$ cat src/rtl/btn_step_gen.sv
// Pushbutton debouncer with one-shot step pulse and hold-to-auto-repeat.
// Latency: DEBOUNCE_CYCLES+2 cycles from raw press to step; no backpressure (step is a free-running pulse).
// Backpressure: none; downstream must accept every step pulse.
module btn_step_gen #(
    parameter int unsigned DEBOUNCE_CYCLES = 1000000,
    parameter int unsigned REPEAT_DELAY    = 50000000,
    parameter int unsigned REPEAT_PERIOD   = 10000000
) (
    input  logic clk,
    input  logic reset,
    input  logic btn_in,
    output logic step,
    output logic pressed,
    output logic repeat_active
);

    typedef enum logic [2:0] {
        IDLE,
        DB_PRESS,
        HELD,
        REPEAT,
        DB_RELEASE
    } state_t;

    localparam logic [31:0] DB_LAST     = 32'(DEBOUNCE_CYCLES - 1);
    localparam logic [31:0] RD_LAST     = 32'(REPEAT_DELAY - 1);
    localparam logic [31:0] RP_LAST     = 32'(REPEAT_PERIOD - 1);
    localparam logic        REPEAT_EN   = (REPEAT_DELAY != 0);
    localparam logic [31:0] CNT_MAX     = 32'hFFFF_FFFF;

    state_t      state;
    logic [31:0] cnt;
    logic        sync_ff;
    logic        btn_s;

    always_ff @(posedge clk) begin
        if (reset) begin
            sync_ff       <= 1'b0;
            btn_s         <= 1'b0;
            state         <= IDLE;
            cnt           <= '0;
            step          <= 1'b0;
            pressed       <= 1'b0;
            repeat_active <= 1'b0;
        end else begin
            sync_ff <= btn_in;
            btn_s   <= sync_ff;
            step    <= 1'b0;

            // Every branch tests btn_s==0 first so a release beats any step condition.
            case (state)
                IDLE: begin
                    if (btn_s) begin
                        state <= DB_PRESS;
                        cnt   <= '0;
                    end
                end

                DB_PRESS: begin
                    if (!btn_s) begin
                        state <= IDLE;
                        cnt   <= '0;
                    end else if (cnt == DB_LAST) begin
                        state   <= HELD;
                        cnt     <= '0;
                        step    <= 1'b1;
                        pressed <= 1'b1;
                    end else begin
                        cnt <= cnt + 32'd1;
                    end
                end

                HELD: begin
                    if (!btn_s) begin
                        state <= DB_RELEASE;
                        cnt   <= '0;
                    end else if (REPEAT_EN && (cnt == RD_LAST)) begin
                        state         <= REPEAT;
                        cnt           <= '0;
                        step          <= 1'b1;
                        repeat_active <= 1'b1;
                    end else if (cnt != CNT_MAX) begin
                        cnt <= cnt + 32'd1;
                    end
                end

                REPEAT: begin
                    if (!btn_s) begin
                        state         <= DB_RELEASE;
                        cnt           <= '0;
                        repeat_active <= 1'b0;
                    end else if (cnt == RP_LAST) begin
                        cnt  <= '0;
                        step <= 1'b1;
                    end else begin
                        cnt <= cnt + 32'd1;
                    end
                end

                DB_RELEASE: begin
                    // A bounce back to 1 returns to HELD and restarts the repeat delay.
                    if (btn_s) begin
                        state <= HELD;
                        cnt   <= '0;
                    end else if (cnt == DB_LAST) begin
                        state   <= IDLE;
                        cnt     <= '0;
                        pressed <= 1'b0;
                    end else begin
                        cnt <= cnt + 32'd1;
                    end
                end

                default: begin
                    state         <= IDLE;
                    cnt           <= '0;
                    pressed       <= 1'b0;
                    repeat_active <= 1'b0;
                end
            endcase
        end
    end

endmodule

$ cat config.mk
export PLATFORM = sky130hd
export DESIGN_NAME = btn_step_gen
export DESIGN_NICKNAME = d
export VERILOG_FILES = /design/src/rtl/btn_step_gen.sv
export SDC_FILE = /design/constraint.sdc
export NUM_CORES = 1
export LEC_CHECK = 0
export CORE_MARGIN = 2
export CORE_UTILIZATION = 51
export CTS_CLUSTER_DIAMETER = 120
export CTS_CLUSTER_SIZE = 20
export DETAILED_ROUTE_END_ITERATION = 8
export PLACE_DENSITY_LB_ADDON = 0.3
export SLEW_MARGIN = 10
export SYNTH_ARGS = -nofsm -noshare
export SYNTH_HDL_FRONTEND = slang
export SYNTH_SLANG_ARGS = --single-unit
$ cat constraint.sdc
create_clock -name clk -period 2.1 [get_ports clk]
set_input_delay 0.315 -clock clk [delete_from_list [all_inputs] [get_ports clk]]
set_output_delay 0.315 -clock clk [all_outputs]
set_load 0.05 [all_outputs]
### Word-level counts from Yosys, hierarchy flattened

Index checks and enable logic that the tools add are counted.

* output and inout port bits: 3
* bits of input ports: 3
* RAM bits: 0
* bits in registers: 40
* bits in latches: 0
* memory bits (read-only): 0
* memories kept: 0

* bitwise operators: 2
* shift-type cells: 0
* equal/unequal tests: 20
* add/subtract/negate cells: 1
* divide/modulo/power cells: 0
* reduce and logical (&&, ||, !) cells: 7
* multipliers: 0
* muxes and demuxes: 35
* $lt $le $gt $ge: 0

Operators with widths (count)
* 32-bit two-way mux: 9
* 32-bit case mux with 5 select lines: 1
* 32-bit by 1-bit adder with 32-bit output (second input constant): 1
* 32-bit by 20-bit == test with 1-bit output (second input constant): 1
* 32-bit by 24-bit == test with 1-bit output (second input constant): 1
* 32-bit by 26-bit == test with 1-bit output (second input constant): 1
* 32-bit != test (second input constant): 1
* 3-bit two-way mux: 8
* 2-bit != test (second input constant): 8
* 3-bit case mux with 5 select lines: 1
* 1-bit two-way mux: 13
* 5-bit AND reduction: 2
* 3-bit != test (second input constant): 3
* 1-bit case mux with 3 select lines: 3
* 3-bit by 2-bit == test with 1-bit output (second input constant): 2
* 3-bit OR reduction: 2
* 4-bit != test (second input constant): 1
* 4-bit AND reduction: 1
* 3-bit by 1-bit == test with 1-bit output (second input constant): 1
* 3-bit == test (second input constant): 1
* 3-bit zero test: 1
* 1-bit NOT: 2
* 2-bit AND reduction: 1

### Depth between registers and ports, before layout

Gate-level depths: netlist of run 1.

* word-level depth: 5
* depth in mapped cells: 9
* depth with buffers taken out: 7

### Worst setup path before layout of run 1

OpenSTA, ideal clock, no wires.

* path kind: flip-flop to flip-flop
* start point: register cnt[0]
* end point: register cnt[15]
* buffers on the path: 2
* cell stages (with the launch flop): 10
* data required time: 1.968 ns
* arrival time: 2.046 ns
* setup slack: -0.078 ns
* cell sequence: dfxtp_1 -> ha_1 -> and2_1 -> nand2_1 -> or4_4 -> o2bb2ai_2 -> buf_6 -> buf_6 -> o211ai_1 -> a31oi_1

* word-level cells in the longest chain between the ends: 5
* elaborated cells on any way between the ends: 16

RTL lines
* start: declaration: line 32 `logic [31:0] cnt;`
* start signal: assignment: line 69 `cnt <= cnt + 32'd1;`
* start signal: assignment: line 83 `cnt <= cnt + 32'd1;`
* start signal: assignment: line 96 `cnt <= cnt + 32'd1;`
* 32-bit by 1-bit adder with 32-bit output
* 32-bit two-way mux: line 82 `end else if (cnt != CNT_MAX) begin`
* 32-bit two-way mux: line 77 `end else if (REPEAT_EN && (cnt == RD_LAST)) begin`
* 32-bit two-way mux: line 74 `if (!btn_s) begin`
* 32-bit case mux with 5 select lines: line 51 `case (state)`

Parallel ways exist; a longest one is shown, timed or not. The select of a mux whose other input is x is not followed.
A chain may end at the register's enable or synchronous reset.

### Worst setup path in the final report of run 1

* start point: register cnt[13]
* end point: register cnt[26]

Same word-level chain as after synthesis.

==> impl_metrics.yaml, run 1 <==
timing:
  tightest_slew_ns: 0.491
  timing.setup.tns_ns: -0.784
  hold_ws_ns: 0.457
  final.setup_skew_ns: 0.00242
  report.final.setup_viol: 23
  achievable-frequency_mhz: 466
  setup_ws_ns: -0.0473
  final-hold-violation-count: 0
  fin_crit_share: 1.02
  timing.final.max_slew_violations: 0
  max_slew_margin: 0.672
  post-route-min-period_ns: 2.15
  unrepaired_setup_endpoints_after_global_routing: "true"
power_and_ir_drop:
  leakagePower_nw: 1.15
  total_chip_power_mw: 1.36
  highest_ir_drop_seen_on_vdd_mv: 0.238
  power_density_nw_per_um2: 427
critical_path:
  worst_setup_path_end_kind: "register"
  top_delay_family_on_crit_path: "simple AND/OR/NAND/NOR gates"
  cp.buffers_inverters: 1
  timing.critical_path.from_type: "register"
  critPathArrivalTime_ns: 2.33
  path_cells: "nor4_4, nand2_1, or4_4, o2bb2ai_4, o31ai_4, buf_12, nor2_1"
  timing.critical_path.required_ns: 2.29
  category_of_the_most_critical_setup_path: "register to register"
  critical-path-slowest-cell: "or4_4"
  path_max_fanout: 21
  largest_stage_delay_on_the_critical_path_ns: 0.56
global_routing:
  grt_util_all_layers: 0.249
  gr-usage-met3: 0.0398
  number_of_global_route_vias_before_repair: 2186
  grt_use_met2: 0.405
  grt_first_pass_wirelength_um: 10300
  pin_count_of_the_biggest_net_entering_global_routing: 22
  gr-usage-met1: 0.342
  grt_antenna_before_repair: 0
  top_usage_layer: "met2"
  grt_overflow: 0
final_layout:
  filler_cell_count: 364
  post_route_cells_drive_above_1_share: 0.354
  post-route-util: 0.679
  final_cell_mix: "buf_4 (62), nor2_1 (40), nand2_1 (25), dfxtp_1 (25), o211ai_1 (18)"
  fin_nets: 359
  antenna_cells_inserted: 0
  layout.cells.most_common: "buf_4"
  synthToLayoutAreaGrowth_pct: 30.1
floorplanning:
  io_pins: 6
  die_height_um: 73.3
  site_row_count: 25
  die_area_um2: 5380
  placeableCoreArea_um2: 4690
  die_span_in_x_um: 73.3
  initial_core_util: 0.522
cts:
  clk_path_buf_depth: 2
  clock-sinks: 40
  clock_insertion_delay_worst_skew_ns: 0.29
  tritoncts: "yes"
  worst_setup_hold_path_clk_slew_ns: 0.08
  holdBufCountCts: 0
  cts_buffers: 5
  cts_max_level: 2
  cts_root_buffer: "clkbuf_8"
routing:
  number_of_nets_with_antenna_violations_after_routing: 0
  drt_pre_antenna_iters: 4
  vias: 2432
  viasPerCell: 5.93
  wl_per_cell_um: 15.8
  remaining_drc_errors: 0
  totalWireLength_um: 6490
  drt_iter0_markers: 142
logic_synthesis:
  syn_area_um2: 2450
  synthDominantCellAreaShare: 0.327
  synth_top_area_cell: "dfxtp_1"
  post_synth_main_area_contributors: "dfxtp_1 (33%), nor2_1 (6.3%), o211ai_1 (5.5%)"
  synthDistinctLibCells: 50
  syn-num-nets: 301
  ys_async_sr_fraction: 0
  yosys_most_used_dff: "dfxtp_1"
  syn_inst: 297
  synth.avg_cell_area_um2: 8.25
  yosys_warnings: 0
  synth.ff_latch_count: 40
  synth_enable_flop_cells: 0
  synth.yosys.seq_area_share: 0.327
status:
  violations: "negative setup slack"
  outcome: "complete, but fails checks"
run:
  cap_viol_max_count: 0
placed_design:
  place_congestion: 0.868
  dp_hpwl_um: 4590
  placement.setup.worst_slack_ns: -0.0938
  numPortBuffers: 5
min_path:
  hold_class: "register to register"
where the power goes:
part | total [mW] | switching [mW] | internal, mW
logic | 0.0732 | 0.0430 | 0.0302
registers | 0.755 | 0.00119 | 0.753
clock network | 0.534 | 0.266 | 0.268
through the flow:
stage,std cells,cell area (um^2)
after global placement,398,2930
after detailed placement,398,2930
after CTS,407,3080
final,410,3190
after global routing,410,3190
after floorplan,297,2500
sequential cells by signal, indices dropped and copies added (netlist names):
name	cells
repeat_active	1
cnt	32
btn_s	1
sync_ff	1
pressed	1
state	3
step	1
worst reg2reg max path: stages, from the launching register on:
cell and delay (ns):
dfxtp_4 0.37, nor4_4 0.30, nand2_1 0.12, or4_4 0.56, o2bb2ai_4 0.20, o31ai_4 0.23
buf_12 0.20, nor2_1 0.08
cell usage after synthesis (4+ instances only):
master / number
dfxtp_1: 40
nand2_1: 28
and3_1: 5
nor2_1: 41
nand4_1: 14
nor2b_1: 4
a21oi_1: 7
xnor2_1: 8
nor3_1: 14
or3_1: 5
buf_2: 7
o211ai_1: 18
a31oi_1: 10
o21ai_0: 4
xor2_1: 11
buf_6: 7
nor3b_1: 4
nor4_1: 5
nand3_1: 18
area by class of cell:
class | count | area [um^2] | share of cell area
multi-input cells | 231 | 1590 | 0.499
inverters | 3 | 11.3 | 0.00353
repair buffers | 74 | 597 | 0.187
clock buffers | 8 | 90.1 | 0.0283
flip-flops and latches | 40 | 832 | 0.261
well taps | 54 | 67.6 | 0.0212
path summary, 6_finish.rpt:
kind | from | to | slack, ns | cells after the start
setup reg to reg | cnt[13] | cnt[26] | -0.05 | 7
hold / removal | sync_ff | btn_s | 0.46 | 1
setup / recovery | cnt[13] | cnt[26] | -0.05 | 7
hold reg to reg | sync_ff | btn_s | 0.46 | 1
per-layer routing:
metal | up-vias | wire length, um
li1 | 1208 | -
met1 | 1138 | 2910
met2 | 74 | 3070
met3 | 12 | 407
met4 | 0 | 102
met5 | - | 0
what timing repair did:
item | 4_1_cts | 5_1_grt
buffers inserted | 1 | 2
pin swaps | 0 | 11
resized for setup | 16 | 24
setup endpoints to repair | 33 | 34
gates cloned | 0 | 1
kinds of logic after synthesis:
kind of cell / count (synthesis) / synth area share
simple gates: 164 / 0.372
flops: 40 / 0.327
fa+ha+maj: 1 / 0.00510
xor+xnor: 19 / 0.0679
compound gates: 46 / 0.142
mux: 1 / 0.00408
buf+inv: 26 / 0.0817
(Power assumes the default switching activity.)
==> run 2, diff against run 1 <==
GPL_ROUTABILITY_DRIVEN = 0   (was default)
==> impl_metrics.yaml, run 2 (synthesized netlist as in run 1, its figures left out) <==
status:
  outcome: "complete, but fails checks"
  violations: "negative setup slack"
global_routing:
  grt_overflow: 0
  grt_antenna_before_repair: 0
  pin_count_of_the_biggest_net_entering_global_routing: 22
  number_of_global_route_vias_before_repair: 2249
  grt_first_pass_wirelength_um: 10700
  grt_util_all_layers: 0.256
timing:
  fin_crit_share: 1.01
  unrepaired_setup_endpoints_after_global_routing: "true"
  timing.final.max_slew_violations: 0
  max_slew_margin: 0.672
  timing.setup.tns_ns: -0.319
  tightest_slew_ns: 0.491
  final.setup_skew_ns: 0.00652
  report.final.setup_viol: 20
  final-hold-violation-count: 0
  post-route-min-period_ns: 2.13
  achievable-frequency_mhz: 470
  setup_ws_ns: -0.0274
routing:
  detailroute.wirelength.met3_um: 212
  vias: 2433
  wl_per_cell_um: 16.0
  top_layer_used: "met4"
  number_of_nets_with_antenna_violations_after_routing: 0
  wirelength_met1_um: 3030
  drt_iter0_markers: 173
  viasPerCell: 5.99
  totalWireLength_um: 6490
  detailroute.wirelength.met2_um: 3140
  remaining_drc_errors: 0
  drt_pre_antenna_iters: 4
floorplanning:
  die_span_in_x_um: 73.3
  io_pins: 6
  die_height_um: 73.3
  site_row_count: 25
  initial_core_util: 0.522
  placeableCoreArea_um2: 4690
  die_area_um2: 5380
final_layout:
  post_route_cells_drive_above_1_share: 0.338
  layout.cells.most_common: "buf_4"
  layout_top_registers: "cnt (32), state (3)"
  antenna_cells_inserted: 0
  fin_nets: 356
  filler_cell_count: 402
  final_cell_mix: "buf_4 (62), nor2_1 (41), nand2_1 (27), dfxtp_1 (25), o211ai_1 (18)"
  synthToLayoutAreaGrowth_pct: 27.6
  largest_reg_flops: 32
  fin_area_um2: 3130
  regMostFlops: "cnt"
  post-route-util: 0.666
cts:
  tritoncts: "yes"
  clock-sinks: 40
  cts_root_buffer: "clkbuf_8"
  holdBufCountCts: 0
  cts_max_level: 2
  clk_path_buf_depth: 2
  clock_insertion_delay_worst_skew_ns: 0.29
  cts_buffers: 5
  worst_setup_hold_path_clk_slew_ns: 0.08
power_and_ir_drop:
  highest_ir_drop_seen_on_vdd_mv: 0.242
  power_density_nw_per_um2: 441
  leakagePower_nw: 1.13
critical_path:
  timing.critical_path.required_ns: 2.28
  worst_setup_path_end_kind: "register"
  critPathArrivalTime_ns: 2.31
  category_of_the_most_critical_setup_path: "register to register"
  timing.critical_path.from_type: "register"
  path_max_fanout: 21
min_path:
  hold_class: "register to register"
placed_design:
  placement.setup.worst_slack_ns: -0.0766
  numPortBuffers: 5
  placed_area_um2: 2920
  dp_hpwl_um: 4680
run:
  cap_viol_max_count: 0
## run 2: final timing paths
| kind | from | slack, ns | to | cells after the start |
|---|---|---|---|---|
| setup / recovery | cnt[13] | -0.03 | cnt[17] | 7 |
| hold / removal | sync_ff | 0.44 | btn_s | 1 |
| setup reg to reg | cnt[13] | -0.03 | cnt[17] | 7 |
| hold reg to reg | sync_ff | 0.44 | btn_s | 1 |
## run 2: final cells by class
class | count | area (um^2) | share of cell area
repair buffers | 71 | 569 | 0.182
clock buffers | 7 | 96.3 | 0.0308
flip-flops and latches | 40 | 837 | 0.268
well taps | 54 | 67.6 | 0.0216
multi-input cells | 231 | 1550 | 0.494
inverters | 3 | 11.3 | 0.00360
## run 2: what timing repair did
item,CTS,global route
cloned,0,0
endpoints found under the setup margin,32,33
pin swaps,2,10
gates resized for setup,18,14
setup buffers,1,1
## run 2: worst max-delay path, cell delays in order, from the launching register on
cell       delay [ns]
dfxtp_4          0.36
nor4_4           0.31
nand2_1          0.11
or4_4            0.58
o2bb2ai_4        0.17
o31ai_4          0.22
buf_12           0.19
nor2_1           0.06
## run 2: layer usage
layer,up-vias,global-route usage
met3,10,0.0453
met2,52,0.410
met1,1175,0.343
met5,-,0
met4,0,0.0990
li1,1196,-
## run 2: stage by stage
step / power [mW] / cells / hold WS (ns)
floorplan: 0.826 / 297 / 0.414
detailed placement: 0.846 / 397 / 0.428
global placement: 0.846 / 397 / 0.416
global route: 1.43 / 406 / 0.459
finish: 1.38 / 406 / 0.442
CTS: 1.39 / 405 / 0.449
## run 2: power breakdown
| group | internal (mW) | switching, mW |
|---|---|---|
| Combinational | 0.0282 | 0.0404 |
| Clock | 0.293 | 0.265 |
| Sequential | 0.751 | 0.00111 |
| Total | 1.07 | 0.306 |
